### src/rtl/divider_controller.sv
// Control FSM for a 32-bit restoring divider.
// Sequences remainder register and ALU; all outputs registered.
module divider_controller #(
    parameter int WIDTH = 32,
    parameter int CNT_W = 6
) (
    input  logic             clk,
    input  logic             rst,
    input  logic             ALU_Carry,
    output logic             ALU_sub,
    output logic             w_ctrl,
    output logic             SLL_ctrl,
    output logic             SRL_ctrl,
    output logic             ready,
    output logic [CNT_W-1:0] iter_cnt
);

    localparam logic [2:0] S_LOAD  = 3'd0;
    localparam logic [2:0] S_SUB   = 3'd1;
    localparam logic [2:0] S_SHIFT = 3'd2;
    localparam logic [2:0] S_FIX   = 3'd3;
    localparam logic [2:0] S_DONE  = 3'd4;

    localparam logic [CNT_W-1:0] CNT_LAST = CNT_W'(WIDTH - 1);
    localparam logic [CNT_W-1:0] CNT_MAX  = CNT_W'(WIDTH);

    logic [2:0]       state_q, state_d;
    logic             neg_q, neg_d;
    logic [CNT_W-1:0] cnt_q, cnt_d;
    logic             sub_q, sub_d;
    logic             w_q, w_d;
    logic             sll_q, sll_d;
    logic             srl_q, srl_d;
    logic             ready_q, ready_d;

    // Next-state, borrow flag and iteration counter
    always_comb begin
        state_d = state_q;
        neg_d   = neg_q;
        cnt_d   = cnt_q;
        unique case (state_q)
            S_LOAD: state_d = S_SUB;
            S_SUB: begin
                neg_d   = ~ALU_Carry;
                state_d = S_SHIFT;
            end
            S_SHIFT: begin
                if (cnt_q != CNT_MAX) cnt_d = cnt_q + CNT_W'(1);
                state_d = (cnt_q == CNT_LAST) ? S_FIX : S_SUB;
            end
            S_FIX:  state_d = S_DONE;
            S_DONE: state_d = S_DONE;
            default: state_d = S_LOAD;
        endcase
    end

    // Moore outputs decoded from the state being entered, so they are
    // already settled when the remainder register samples on negedge
    always_comb begin
        sub_d   = 1'b0;
        w_d     = 1'b0;
        sll_d   = 1'b0;
        srl_d   = 1'b0;
        ready_d = 1'b0;
        unique case (state_d)
            S_SUB: begin
                w_d   = 1'b1;
                sub_d = 1'b1;
            end
            S_SHIFT: begin
                sll_d = 1'b1;
                w_d   = neg_d;
                sub_d = ~neg_d;
            end
            S_FIX:  srl_d   = 1'b1;
            S_DONE: ready_d = 1'b1;
            default: ;
        endcase
    end

    // State and output registers with synchronous reset
    always_ff @(posedge clk) begin
        if (rst) begin
            state_q <= S_LOAD;
            neg_q   <= 1'b0;
            cnt_q   <= '0;
            sub_q   <= 1'b0;
            w_q     <= 1'b0;
            sll_q   <= 1'b0;
            srl_q   <= 1'b0;
            ready_q <= 1'b0;
        end else begin
            state_q <= state_d;
            neg_q   <= neg_d;
            cnt_q   <= cnt_d;
            sub_q   <= sub_d;
            w_q     <= w_d;
            sll_q   <= sll_d;
            srl_q   <= srl_d;
            ready_q <= ready_d;
        end
    end

    assign ALU_sub  = sub_q;
    assign w_ctrl   = w_q;
    assign SLL_ctrl = sll_q;
    assign SRL_ctrl = srl_q;
    assign ready    = ready_q;
    assign iter_cnt = cnt_q;

endmodule

### config.mk
export PLATFORM = sky130hd
export DESIGN_NAME = divider_controller
export DESIGN_NICKNAME = d
export VERILOG_FILES = /design/src/rtl/divider_controller.sv
export SDC_FILE = /design/constraint.sdc
export NUM_CORES = 1
export LEC_CHECK = 0
export ABC_AREA = 1
export CORE_AREA = 2 2 39 41
export DETAILED_ROUTE_END_ITERATION = 7
export DIE_AREA = 0 0 41 43
export PLACE_DENSITY_LB_ADDON = 0.05
export SYNTH_ARGS = -nofsm -noshare
export SYNTH_HDL_FRONTEND = slang
export SYNTH_SLANG_ARGS = --single-unit
### constraint.sdc
create_clock -name clk -period 2.1 [get_ports clk]
set_input_delay 0.315 -clock clk [delete_from_list [all_inputs] [get_ports clk]]
set_output_delay 0.315 -clock clk [all_outputs]
set_load 0.005 [all_outputs]
==> metrics, run 1 <==
Die Height around 43 um; multiplexer share of the synthesized area 0%; die area 1763 um2; proportion of layout cells with a drive suffix above 1 between 15 and 20%; unrepaired setup endpoints after global routing false; Via Count 510; Main synth FF type dfxtp_1; core box area about 1400 um2; main combinational cell family by area after synthesis simple AND/OR/NAND/NOR gates; CP max FO 6; distinct cell type count after synthesis 20; Total GRT Usage 15.89%; Yosys top cell by area dfxtp_1; initial antenna violation count 0; Critical Path End Type output pin; CP Cell Sequence clkdlybuf4s50_1; H-tree levels 1; CP Launch Type flip-flop; Port Buf Inserts 13; Clock Pin Slew Worst Setup and Hold Paths approximately 90 ps; Clock Path Buffers 2; quantity of hold-fixing buffers added after cts 0; Synth Area in Adders just over 4%; f_max around 630 MHz; total wire length approximately 1100 um; I/O pins 14; synthesized area just over 600 um2; Commonest cells post-synth nand2_1, dfxtp_1, inv_1; worst path required time roughly 1800 ps; Initial Utilization between 40 and 50%; fin. max-slew vios 0; most area-consuming cells after synthesis dfxtp_1, nand2_1, inv_1, nor2_1, a21oi_2; Seq. cell area 280.3 um2; Synth Net Count 82; postcts setup bufs 0; CTS sink count 14; maxcap violations 0; Num CTS Buffers 3; xor-xnor portion of the synthesized cell area between 1 and 1.5%; n_diodes 0; Post-DRT Antenna Nets 0; site row count 14; CP Buf/Inv Count 1; first-pass GRT wire length about 1900 um; vias in the first global route ~460; CP max stage delay about 550 ps; peak supply drop 0.3529 mV; Overflow after GRT 0; kind of critical path flip-flop to output pin; # placed instances around 110; endpoints failing setup 0; Final Non-Filler Cells about 110; Yosys top cell area share 45.62%; Final Wtd Congestion approximately 0.8; CP Depth 1; 1st-iter DRT viols 5; Worst Hold Class flip-flop to flip-flop; hold depth 2; Worst-Skew Late Latency approximately 280 ps; sequential share of the synthesized area between 40% and 50%; critical path arrival between 1000 and 1500 ps; pin count of the biggest net entering global routing 9; Power per Cell Area between 600 and 700 nW/um2; Leak between 0.3 and 0.4 nW; area of the multi-input gates 282.8 um2; Yosys reg bits 14; worst slew pin tran approximately 280 ps; period utilisation layout 75.83%; DRC viols 0; clk root buf clkbuf_4; Avg WL per Cell roughly 10 um; setup TNS 0 ps; Die W between 40 and 50 um; share of flip-flops with an asynchronous set or reset 0%; r2r worst-path depth 9; Compound-Gate Fraction of Synth Area around 14%; Clock Skew between 2 and 2.5 ps; most numerous cell in the Yosys netlist nand2_1; PostCTS Resize Cnt 0; crit-path leading delay family buffers and inverters; # fillers between 100 and 150; Yosys warning total 0; EDFF count, synth 0; total design power ~530 uW; vias per inst approximately 4.7; Fin. Hold Viols 0; relative slew slack between 80% and 90%; post-synthesis instance total 77; # nets final 99; post-synthesis simple-gate area fraction around a quarter; Post-Syn Area per Cell around 8 um2; Post-DP HPWL about 860 um; Syn-to-layout area delta 29.53%; CTS tree done; status completed; slowest CP cell clkdlybuf4s50_1; Final min period between 1500 and 2000 ps; drt first pass iters 3
-- cells by family after synthesis --
family	count (synthesis)
buffers and inverters	13
DFF	14
and+or+nand+nor	34
adders and majority gates	2
AOI/OAI and AO/OA	13
xor gates and xnor gates	1
-- worst reg2reg max path: stages, from the launching register on --
cell and delay, ps:
dfxtp_1 420, inv_2 80, ha_1 190, nand2_1 70, inv_1 40, nand3_1 100, nand2_4 90, clkinv_2 70
nand2_1 60, a21oi_2 120
-- registers in the layout (all words and copies together), names as in the netlist --
| register | cells |
|---|---|
| state_q | 3 |
| SLL_ctrl | 1 |
| SRL_ctrl | 1 |
| iter_cnt | 6 |
| w_ctrl | 1 |
| ALU_sub | 1 |
| ready | 1 |
-- cell usage in the layout (no fill, tap or decap) --
master           synthesis  layout
nand2_1                 17      17
dfxtp_1                 14      14
clkdlybuf4s50_1          0      13
inv_1                    9       9
nor2_1                   7       7
o21ai_1                  5       5
nand3_1                  4       4
a21oi_2                  3       3
clkbuf_4                 0       3
inv_2                    2       2
nor2_2                   2       2
a21oi_1                  2       2
o2111a_1                 2       2
ha_1                     2       2
nand2_2                  1       1
nand2_4                  1       1
clkinv_2                 1       1
nand3_2                  1       1
nor3_2                   1       1
o21ai_0                  1       1
xor2_1                   1       1
clkbuf_8                 0       1
-- power breakdown --
group	internal, mW	total [mW]	switching (mW)
clock	0.105	0.195	0.0895
sequential	0.277	0.284	0.00753
combinational	0.0268	0.0529	0.0261
-- per-layer routing --
layer	vias up	track usage, %	wire, um
met3	5	3.665	47
li1	276	-	-
met2	12	21.25	499
met1	217	23.10	546
met4	0	8.000	27
met5	-	0	0
-- stage by stage --
stage / setup slack (ps) / util, % / instance area, um2 / hold WS, ps
2_1_floorplan: 934.4 / - / 614.3 / 470.6
3_3_place_gp: 687.0 / 54.88 / 759.5 / 506.0
3_5_place_dp: 633.7 / 54.88 / 759.5 / 506.1
4_1_cts: 496.9 / 57.50 / 795.8 / 518.9
5_1_grt: 445.7 / 57.50 / 795.8 / 556.0
6_report: 507.5 / 57.50 / 795.8 / 516.6
-- layout make-up --
class / count / area share, %
Inverter: 12 / 5.818
Sequential cell: 14 / 35.22
Multi-Input combinational cell: 50 / 35.53
Timing Repair Buffer: 13 / 16.35
Clock buffer: 4 / 4.560
Tap cell: 16 / 2.516
-- worst paths after layout --
path	from	end	slack [ps]
worst max-delay path	iter_cnt[3]	iter_cnt[3]	510
worst min-delay path	iter_cnt[1]	iter_cnt[1]	520
worst max register to register	iter_cnt[0]	iter_cnt[3]	800
worst min register to register	iter_cnt[1]	iter_cnt[1]	520
Note: power is estimated with default switching activity, not from simulation.
==> run 2, diff against run 1 <==
- CORE_AREA: 2 2 39 41 -> 2 2 42 44
- DIE_AREA: 0 0 41 43 -> 0 0 44 46
- clock period: 2.1 -> 1.3 ns (I/O delays scaled with it)
==> run 2 against run 1 <==
  * Combinational power grew 86%
  * Sequential share of layout area is 1.5 points lower
  * Clock power rose by 23%
  * Worst hold slack worse by 23 ps
  * Routed wire length is 19% higher
  * Flip-flop and latch count stayed put
  * Die area is 15% higher
  * Power increased by 49%
  * Highest routed layer unchanged
==> metrics, run 2 (synthesis gave the netlist of run 1 again) <==
status completed; reg2reg end iter_cnt[2]; Port Buf Inserts 13 (unchanged); f_max around 790 MHz; Final min period ~1300 ps; worst path required time 1110 ps (-670 ps); Initial Utilization 38.06% (-6.3 points); vias in the first global route 540 (+18%); CP max stage delay 490 ps (-60 ps); commonest non-fill, non-tap cell in the layout nand2_1; Final Non-Filler Cells 115 (+5.5%); DRC viols 0 (unchanged); Clock Pin Slew Worst Setup and Hold Paths 80 ps (about the same); Die W 44 um (+7.3%); Post-DRT Antenna Nets 0 (unchanged); # nets final 105 (+6.1%); Final Wtd Congestion 0.7936 (+1.1%); r2r worst-path depth 9 (unchanged); hold depth 3 (+1); setup TNS 0 ps (unchanged); FF-to-FF setup slack 80 ps (-720 ps); Clock Skew 2.511 ps (+0.2671 ps); Overflow after GRT 0 (unchanged); total design power 793.4 uW (+49%); Total GRT Usage 15.41% (-0.48 points); Die Height 46 um (+7.0%); Final WS setup 34.50 ps (-473.0 ps); FF-to-FF Start iter_cnt[0]; Critical Path End Type output pin; proportion of layout cells with a drive suffix above 1 37.76% (+21 points); Syn-to-layout area delta 43.79%; CP Buf/Inv Count 1 (unchanged); NetSw 196.2 uW (+59%); endpoints failing setup 0 (unchanged); relative slew slack 81.09% (-0.33 points); Logic pwr share 12.4% (+2.4 points); CP Depth 1 (unchanged); dpl ws 11.07 ps (-622.7 ps); 1st-iter DRT viols 14 (+9); Fin. Hold Viols 0 (unchanged); first-pass GRT wire length 2208 um (+17%); Worst-Skew Late Latency 270 ps (about the same); site row count 15 (+1); Num CTS Buffers 3 (unchanged); Worst Hold End ALU_sub; CP Launch Type flip-flop; kind of critical path flip-flop to output pin; CP max FO 1 (-5); Final Hold Slack 494.1 ps (-22.52 ps); total wire length 1335 um (+19%); peak supply drop 0.6161 mV (+75%); Power per Cell Area 898.2 nW/um2 (+34%); H-tree levels 1 (unchanged); vias per inst 4.904 (+4.8%); initial antenna violation count 0 (unchanged); Post-DP HPWL 905.4 um (+4.8%); CP Cell Sequence clkdlybuf4s50_1; most frequent cells in the layout nand2_1, dfxtp_1, inv_1; I/O pins 14 (unchanged); # placed instances 108 (+2.9%); unrepaired setup endpoints after global routing false; core box area 1614 um2 (+17%); die area 2024 um2 (+15%); crit-path leading delay family buffers and inverters; period utilisation layout a little over nine tenths; Leak 0.4255 nW (+27%); Clk network pwr share 30.2% (-6.4 points); critical path arrival 1070 ps (-210 ps); slowest CP cell clkdlybuf4s50_1; clk root buf clkbuf_4; n_diodes 0 (unchanged); worst hold start ALU_Carry; Pint 597.3 uW (+46%); Clock Path Buffers 2 (unchanged); max reg flops 6 (unchanged); Worst Hold Class primary input to flip-flop; Via Count 564 (+11%); Switching Share 24.72% (+1.6 points); worst slew pin tran 283.4 ps (+5.470 ps); Avg WL per Cell 11.61 um (+13%); CTS tree done; sequential power share 57.4% (+4.0 points); pin count of the biggest net entering global routing 8 (-1); CTS sink count 14 (unchanged); drt first pass iters 4 (+1); maxcap violations 0 (unchanged); fin. max-slew vios 0 (unchanged)
==> run 2: metal layers <==
metal / global-route usage [%] / vias up / wire length [um]
li1: - / 289 / -
met1: 18.07 / 249 / 590
met2: 22.94 / 20 / 623
met3: 5.556 / 6 / 89
met4: 11.52 / 0 / 31
met5: 0 / - / 0
==> run 2: metrics by stage <==
stage	util (%)	cell area (um2)
final	54.73	883.3
after global routing	54.73	883.3
after CTS	52.02	839.6
after detailed placement	48.06	775.7
after global placement	48.06	775.7
after floorplan	-	614.3
==> run 2: power groups by stage <==
stage,Clock (mW),Combinational (mW),Sequential [mW]
floorplan,0,0.0459,0.470
global placement,0,0.0894,0.470
detailed placement,0,0.0900,0.470
CTS,0.246,0.0934,0.452
global route,0.260,0.110,0.458
finish,0.240,0.0985,0.455
==> run 2: area by class of cell <==
class,count,area [um2]
repair buffers,19,173.9
fillers,157,730.7
multi-input cells,50,320.3
clock buffers,3,22.52
well taps,17,21.27
flip-flops and latches,14,297.8
inverters,12,47.55
==> run 2: worst max path at each step <==
stage | startpoint | to | slack (ps)
detailed placement | iter_cnt[0] | w_ctrl | 10
CTS | iter_cnt[1] | iter_cnt[1] | 2
floorplan | iter_cnt[0] | w_ctrl | 130
finish | ALU_sub | ALU_sub | 30
global route | iter_cnt[0] | iter_cnt[2] | 4
global placement | iter_cnt[0] | ALU_sub | 40
==> run 2: repair_timing <==
item,CTS,global route
pin swaps,0,4
buffers inserted,4,1
resized for setup,15,14
hold buffers,0,0
setup endpoints to repair,7,12
endpoints found under the hold margin,0,0
==> run 3, diff against run 2 <==
- HOLD_SLACK_MARGIN: unset -> 0.05
==> results of run 3 <==
No change in the layout: final DEF, timing and power equal those of run 2.
